## config.mk

```make
export PLATFORM = sky130hd
export DESIGN_NAME = color_frame_classifier
export DESIGN_NICKNAME = d
export VERILOG_FILES = /design/src/rtl/color_frame_classifier_pkg.sv /design/src/rtl/color_frame_classifier_pixel.sv /design/src/rtl/color_frame_classifier.sv
export SDC_FILE = /design/constraint.sdc
export NUM_CORES = 1
export LEC_CHECK = 0
export CAP_MARGIN = 0
export CORE_MARGIN = 3
export CORE_UTILIZATION = 25
export DETAILED_ROUTE_END_ITERATION = 10
export PLACE_DENSITY = 0.51
export SYNTH_ARGS = -nofsm -noshare
export SYNTH_HDL_FRONTEND = slang
export SYNTH_SLANG_ARGS = --single-unit
```

## constraint.sdc

```tcl
create_clock -name CLOCK -period 6.8 [get_ports CLOCK]
set_clock_uncertainty 0.05 [all_clocks]
set_input_delay 1.36 -clock CLOCK [delete_from_list [all_inputs] [get_ports CLOCK]]
set_output_delay 1.36 -clock CLOCK [all_outputs]
set_load 0.05 [all_outputs]
```

## src/rtl/color_frame_classifier_pkg.sv

```systemverilog
// Shared encodings, RGB332 field positions and default thresholds for the colour pipeline.
package color_frame_classifier_pkg;

    localparam int unsigned PIX_W   = 8;
    localparam int unsigned COORD_W = 10;
    localparam int unsigned RES_W   = 2;

    // RGB332 field layout
    localparam int unsigned R_MSB = 7;
    localparam int unsigned R_LSB = 5;
    localparam int unsigned G_MSB = 4;
    localparam int unsigned G_LSB = 2;
    localparam int unsigned B_MSB = 1;
    localparam int unsigned B_LSB = 0;
    localparam int unsigned R_W   = R_MSB - R_LSB + 1;
    localparam int unsigned G_W   = G_MSB - G_LSB + 1;
    localparam int unsigned B_W   = B_MSB - B_LSB + 1;

    // Fixed colour-purity limits on the non-dominant channels
    localparam int unsigned RED_G_MAX  = 2;
    localparam int unsigned RED_B_MAX  = 1;
    localparam int unsigned BLUE_R_MAX = 2;
    localparam int unsigned BLUE_G_MAX = 3;

    // Default image window and thresholds
    localparam int unsigned DEF_IMG_W     = 176;
    localparam int unsigned DEF_IMG_H     = 120;
    localparam int unsigned DEF_R_MIN     = 4;
    localparam int unsigned DEF_B_MIN     = 2;
    localparam int unsigned DEF_MIN_COUNT = 64;
    localparam int unsigned DEF_CNT_W     = 15;

    typedef enum logic [RES_W-1:0] {
        RES_NONE = 2'b00,
        RES_RED  = 2'b01,
        RES_BLUE = 2'b10
    } result_e;

    typedef enum logic [1:0] {
        ST_IDLE   = 2'b00,
        ST_ACCUM  = 2'b01,
        ST_DECIDE = 2'b10
    } state_e;

endpackage

```

## src/rtl/color_frame_classifier_pixel.sv

```systemverilog
// Combinational RGB332 red/blue pixel classifier; a pixel can never be both.
module rgb332_pixel_classifier
    import color_frame_classifier_pkg::*;
(
    input  logic [PIX_W-1:0] pixel,
    input  logic [R_W-1:0]   r_min,
    input  logic [B_W-1:0]   b_min,
    output logic             is_red,
    output logic             is_blue
);

    logic [R_W-1:0] r;
    logic [G_W-1:0] g;
    logic [B_W-1:0] b;

    assign r = pixel[R_MSB:R_LSB];
    assign g = pixel[G_MSB:G_LSB];
    assign b = pixel[B_MSB:B_LSB];

    // Dominant channel above its threshold, other channels kept low
    always_comb begin
        is_red  = (r >= r_min) && (g <= G_W'(RED_G_MAX))  && (b <= B_W'(RED_B_MAX));
        is_blue = (b >= b_min) && (r <= R_W'(BLUE_R_MAX)) && (g <= G_W'(BLUE_G_MAX));
    end

endmodule

```

## src/rtl/color_frame_classifier.sv

```systemverilog
// Counts red/blue pixels in the image window each frame and issues a one-cycle verdict.
module color_frame_classifier
    import color_frame_classifier_pkg::*;
#(
    parameter int unsigned IMG_W     = DEF_IMG_W,
    parameter int unsigned IMG_H     = DEF_IMG_H,
    parameter int unsigned R_MIN     = DEF_R_MIN,
    parameter int unsigned B_MIN     = DEF_B_MIN,
    parameter int unsigned MIN_COUNT = DEF_MIN_COUNT,
    parameter int unsigned CNT_W     = DEF_CNT_W
) (
    input  logic               CLOCK,
    input  logic               RESET,
    input  logic [7:0]         PIXEL_IN,
    input  logic [9:0]         PIXEL_X,
    input  logic [9:0]         PIXEL_Y,
    output logic [1:0]         RESULT,
    output logic               RESULT_VALID,
    output logic [CNT_W-1:0]   RED_COUNT,
    output logic [CNT_W-1:0]   BLUE_COUNT
);

    localparam logic [CNT_W-1:0] CNT_MAX = '1;

    state_e           state, state_nxt;
    logic             is_red, is_blue;
    logic             in_win, at_origin, at_last;
    logic             cnt_clr, cnt_load, cnt_acc, decide;
    logic [CNT_W-1:0] red_cnt, blue_cnt;
    result_e          verdict;

    rgb332_pixel_classifier u_pixel (
        .pixel   (PIXEL_IN),
        .r_min   (R_W'(R_MIN)),
        .b_min   (B_W'(B_MIN)),
        .is_red  (is_red),
        .is_blue (is_blue)
    );

    // Window position decode
    always_comb begin
        in_win    = (PIXEL_X < COORD_W'(IMG_W)) && (PIXEL_Y < COORD_W'(IMG_H));
        at_origin = in_win && (PIXEL_X == '0) && (PIXEL_Y == '0);
        at_last   = in_win && (PIXEL_X == COORD_W'(IMG_W - 1)) && (PIXEL_Y == COORD_W'(IMG_H - 1));
    end

    // Verdict from the completed frame counts; ties and low counts are NONE
    always_comb begin
        verdict = RES_NONE;
        if ((red_cnt >= CNT_W'(MIN_COUNT)) && (red_cnt > blue_cnt)) begin
            verdict = RES_RED;
        end else if ((blue_cnt >= CNT_W'(MIN_COUNT)) && (blue_cnt > red_cnt)) begin
            verdict = RES_BLUE;
        end
    end

    // State register
    always_ff @(posedge CLOCK or posedge RESET) begin
        if (RESET) begin
            state <= ST_IDLE;
        end else begin
            state <= state_nxt;
        end
    end

    // Next state and counter controls; a frame restart at (0,0) reloads the counters
    always_comb begin
        state_nxt = state;
        cnt_clr   = 1'b0;
        cnt_load  = 1'b0;
        cnt_acc   = 1'b0;
        decide    = 1'b0;
        case (state)
            ST_IDLE: begin
                if (at_origin) begin
                    cnt_load  = 1'b1;
                    state_nxt = ST_ACCUM;
                end
            end
            ST_ACCUM: begin
                if (at_origin) begin
                    cnt_load = 1'b1;
                end else if (in_win) begin
                    cnt_acc = 1'b1;
                    if (at_last) begin
                        state_nxt = ST_DECIDE;
                    end
                end
            end
            ST_DECIDE: begin
                decide    = 1'b1;
                cnt_clr   = 1'b1;
                state_nxt = ST_IDLE;
            end
            default: begin
                state_nxt = ST_IDLE;
            end
        endcase
    end

    // Saturating per-frame pixel counters
    always_ff @(posedge CLOCK or posedge RESET) begin
        if (RESET) begin
            red_cnt  <= '0;
            blue_cnt <= '0;
        end else if (cnt_clr) begin
            red_cnt  <= '0;
            blue_cnt <= '0;
        end else if (cnt_load) begin
            red_cnt  <= CNT_W'(is_red);
            blue_cnt <= CNT_W'(is_blue);
        end else if (cnt_acc) begin
            if (is_red && (red_cnt != CNT_MAX)) begin
                red_cnt <= red_cnt + CNT_W'(1);
            end
            if (is_blue && (blue_cnt != CNT_MAX)) begin
                blue_cnt <= blue_cnt + CNT_W'(1);
            end
        end
    end

    // Registered verdict and frame counts, held until the next decision
    always_ff @(posedge CLOCK or posedge RESET) begin
        if (RESET) begin
            RESULT       <= RES_NONE;
            RESULT_VALID <= 1'b0;
            RED_COUNT    <= '0;
            BLUE_COUNT   <= '0;
        end else begin
            RESULT_VALID <= decide;
            if (decide) begin
                RESULT     <= verdict;
                RED_COUNT  <= red_cnt;
                BLUE_COUNT <= blue_cnt;
            end
        end
    end

endmodule

```

==> results.md <==
- CP Buf/Inv Count: 1
- Mapped cell area: about 3500 µm²
- Post-CTS sizing: 0
- CP Capture Type: flip-flop
- Worst slew pin tran: roughly 1100 ps
- Final hold slack: between 400 and 500 ps
- First-pass GRT wire length: around 15,000 µm
- Pwr dens: 200 nW/µm²
- GR Overflow Total: 0
- Largest net degree at the start of global routing: between 60 and 70
- Met1 GRT Util: 17.0%
- Crit path DAT: roughly 3900 ps
- Num CTS Buffers: 9
- Ys Warns: 0
- Status: finished, final reports clean
- Final Hold Viols: 0
- Drt wl/cell: roughly 15 µm
- First-iteration detailed-routing DRC count: 198
- H-tree depth: 3
- Layout area overhead: 31.6%
- Syn Nets: 443
- Via Count: 3,041
- Crit path to: red_cnt[1]$_DFFE_PP0P_
- PortBufs: 61
- FP Rows: 42
- Share of layout cells above drive strength 1: 5.69%
- Clk sinks: 65
- Vias in the first global route: 2,980
- Critical path's slowest cell: o2111ai_1
- I/O pin count: 63
- Leak: 1.92 nW
- Critical-path cell list: clkdlybuf4s50_1 -> or4_4 -> nand4b_4 -> o2111ai_1 -> or2_1 -> mux2i_1 -> nor2_1
- CTS Root Cell: clkbuf_16
- Met2 Track Usage GR: a little under a fifth
- Final ANT Viol Nets: 0
- Worst path depth: 7
- Post-route cell area: about 4600 µm²
- Clk slew on worst S/H paths: ~60 ps
- Nets@finish: ~500
- DRT Pass-1 Iters: 4
- Worst-Skew Late Latency: ~340 ps
- Antenna diodes: 0
- CP delay by family, top: simple AND/OR/NAND/NOR gates
- Reg2Reg Depth: 7
- Worst r2r src: blue_cnt[1]$_DFFE_PP0P_
- Horiz. Die Dim: around 120 µm
- Critical path origin: PIXEL_X[8]
- Launching element type of the critical path: input pin
- Max Cap Violations: 0
- R2r setup slk: around 4200 ps
- RSZ-0062 raised after global routing: false
- Gate Count Post-Synth: approximately 390
- Maximum clock path buffer count: 2
- Setup tns final: 0 ps
- Post-route minimum period: 3730 ps
- Mean Syn Cell Area: 8.90 µm²
- Worst min-delay path class: reg -> reg
- Core footprint: roughly 14,000 µm²
- Hold_buf cts: 0
- VDD IR-drop max: roughly 120 µV
- Critical-path maximum fanout: 14
- Initial Util: about a quarter
- CTS tree: done
- DRC: 0
- Seq cells post-synth: between 60 and 70
- Fin crit share: around 55%
- GRT Total Usage: between 10 and 15%
- Placed instance area: 4280 µm²
- Die Y-Extent: roughly 120 µm
- Busiest grt layer: met2
- Post-CTS setup buffers: 0
- Gpl congestion: 0.859
- Setup violations, final: 0
- Critical Path RT: between 6000 and 7000 ps
- Vias per cell: 4.80
- FMAX: approximately 0.27 GHz
- Total power draw: approximately 0.92 mW
- Final setup margin: 3070 ps
- Post-DP HPWL: approximately 6700 µm
- Reg2reg end: blue_cnt[8]$_DFFE_PP0P_
- Crit path kind: in -> reg
- Dpl ws: approximately 2800 ps
- Met3 usage in global routing: ~3.1%
- Final WL: approximately 9200 µm
- Slew Limit Fails: 0
- Die Area: roughly 15,000 µm²
- Antenna violations before repair: 0
- # fillers: ~1,400
- Synth cell types: 43
- Slew headroom: a little over a quarter
- CP peak stage delay: a little under 600 ps
- Sequential cell area fraction in the yosys report: 46.4%
-- how the worst min path moves through the flow --
stage / startpoint / endpoint / slack [ps] / cells past startpoint
floorplan: state[1]$_DFFE_PP0P_ / state[0]$_DFFE_PP0P_ / 390 / 1
global placement: RED_COUNT[0]$_DFFE_PP0P_ / RED_COUNT[0]$_DFFE_PP0P_ / 410 / 2
detailed placement: RED_COUNT[10]$_DFFE_PP0P_ / RED_COUNT[10]$_DFFE_PP0P_ / 420 / 2
CTS: RED_COUNT[10]$_DFFE_PP0P_ / RED_COUNT[10]$_DFFE_PP0P_ / 430 / 2
global route: RED_COUNT[10]$_DFFE_PP0P_ / RED_COUNT[10]$_DFFE_PP0P_ / 440 / 2
finish: RED_COUNT[10]$_DFFE_PP0P_ / RED_COUNT[10]$_DFFE_PP0P_ / 420 / 2
-- metrics by stage --
stage                     utilization (%)  instances
after global routing                 34.2        633
final                                34.2        633
after detailed placement             31.7        617
after floorplan                         -        394
after CTS                            34.2        633
after global placement               31.7        617
-- layout make-up --
cell class	instances	area (µm²)	area share (%)
clock buffer	10	239	5.18
clock inverter	6	91.3	1.98
inverter	28	105	2.28
multi-input combinational	286	1710	37.1
sequential	65	1630	35.2
tap	176	220	4.77
timing repair buffer	62	618	13.4
-- cells in the final DEF (no fill, tap or decap), types with 2 or more instances in the layout --
cell,Yosys,layout
inv_1,28,27
mux2i_1,3,3
a21oi_1,17,17
xnor2_1,10,10
bufinv_16,0,2
a2bb2oi_1,3,3
a211oi_1,2,2
o22ai_1,2,2
nand3_1,15,15
nand2_1,72,72
o21ai_0,30,30
o2111ai_1,2,2
clkbuf_16,0,9
or4_1,4,4
nor2b_1,2,2
nor2_1,22,22
ha_1,19,19
clkinvlp_4,0,3
nor4_1,14,14
o31ai_1,5,5
nand4_1,13,13
a21o_1,3,3
clkdlybuf4s50_1,0,61
a22o_1,2,2
and3_1,2,2
or2_2,2,2
nor3_1,11,11
or3_1,13,13
a22oi_1,3,3
dfrtp_1,65,65
-- cell usage after synthesis --
cell       number  area share [%]
nand3b_1        1            0.21
a21o_1          3            0.64
o22ai_1         2            0.36
nor2_1         22             2.4
nand2_1        72             7.7
and3_1          2            0.36
or3_1          13             2.3
and4_1          1            0.25
o31ai_1         5             1.1
or2_2           2            0.36
buf_4           1            0.21
o2111ai_1       2            0.50
xnor2_1        10             2.5
dfrtp_1        65              46
inv_1          28             3.0
or4_4           1            0.32
nand3_1        15             2.1
o21ai_0        30             4.3
nor4_1         14             2.5
nor2b_1         2            0.36
a22o_1          2            0.50
nor3_1         11             1.6
a211oi_1        2            0.43
nand2b_1        2            0.36
a21o_4          1            0.43
a211oi_2        1            0.36
a21oi_1        17             2.4
clkbuf_1       11             1.2
or4_1           4            0.86
a211o_1         1            0.25
and2_4          1            0.25
a22oi_1         3            0.64
a31oi_1         1            0.18
nand4_1        13             2.3
nand4b_4        1            0.68
a311oi_1        1            0.25
buf_2           3            0.43
or2_1           1            0.18
a2bb2oi_1       3            0.75
and4b_1         1            0.29
ha_1           19             6.8
mux2i_1         3            0.86
nor4b_1         1            0.25
-- where the power goes --
group	internal, mW	switching [mW]
sequential	0.387	0.000152
combinational	0.0169	0.0142
clock	0.331	0.175
-- cells by family after synthesis --
| logic type | share of synthesized area, % |
|---|---|
| and+or+nand+nor | 25.6 |
| DFF | 46.4 |
| buffers and inverters | 4.82 |
| muxes | 0.856 |
| xor gates and xnor gates | 2.50 |
| adders and majority gates | 6.78 |
| AOI/OAI and AO/OA | 13.1 |
-- worst register-to-register path, delay by kind of cell (launching register included) --
kind	cells	cell delay, ps
flip-flops	1	460
adder cells (fa/ha/maj)	1	280
AO/OA/AOI/OAI	1	150
AND/OR/NAND/NOR	5	1600
-- per-layer routing --
| metal | part of all wire (%) | wire length, µm |
|---|---|---|
| met3 | 5.4 | 497 |
| met2 | 43 | 3960 |
| met1 | 50 | 4590 |
| met4 | 1.5 | 142 |
| met5 | 0 | 0 |
-- state kept, by name, summed over array words and instances, names as in the netlist --
name / count
BLUE_COUNT: 15
blue_cnt: 15
RESULT_VALID: 1
red_cnt: 15
state: 2
RESULT: 2
RED_COUNT: 15
No activity file was read; power rests on OpenSTA's default activity.
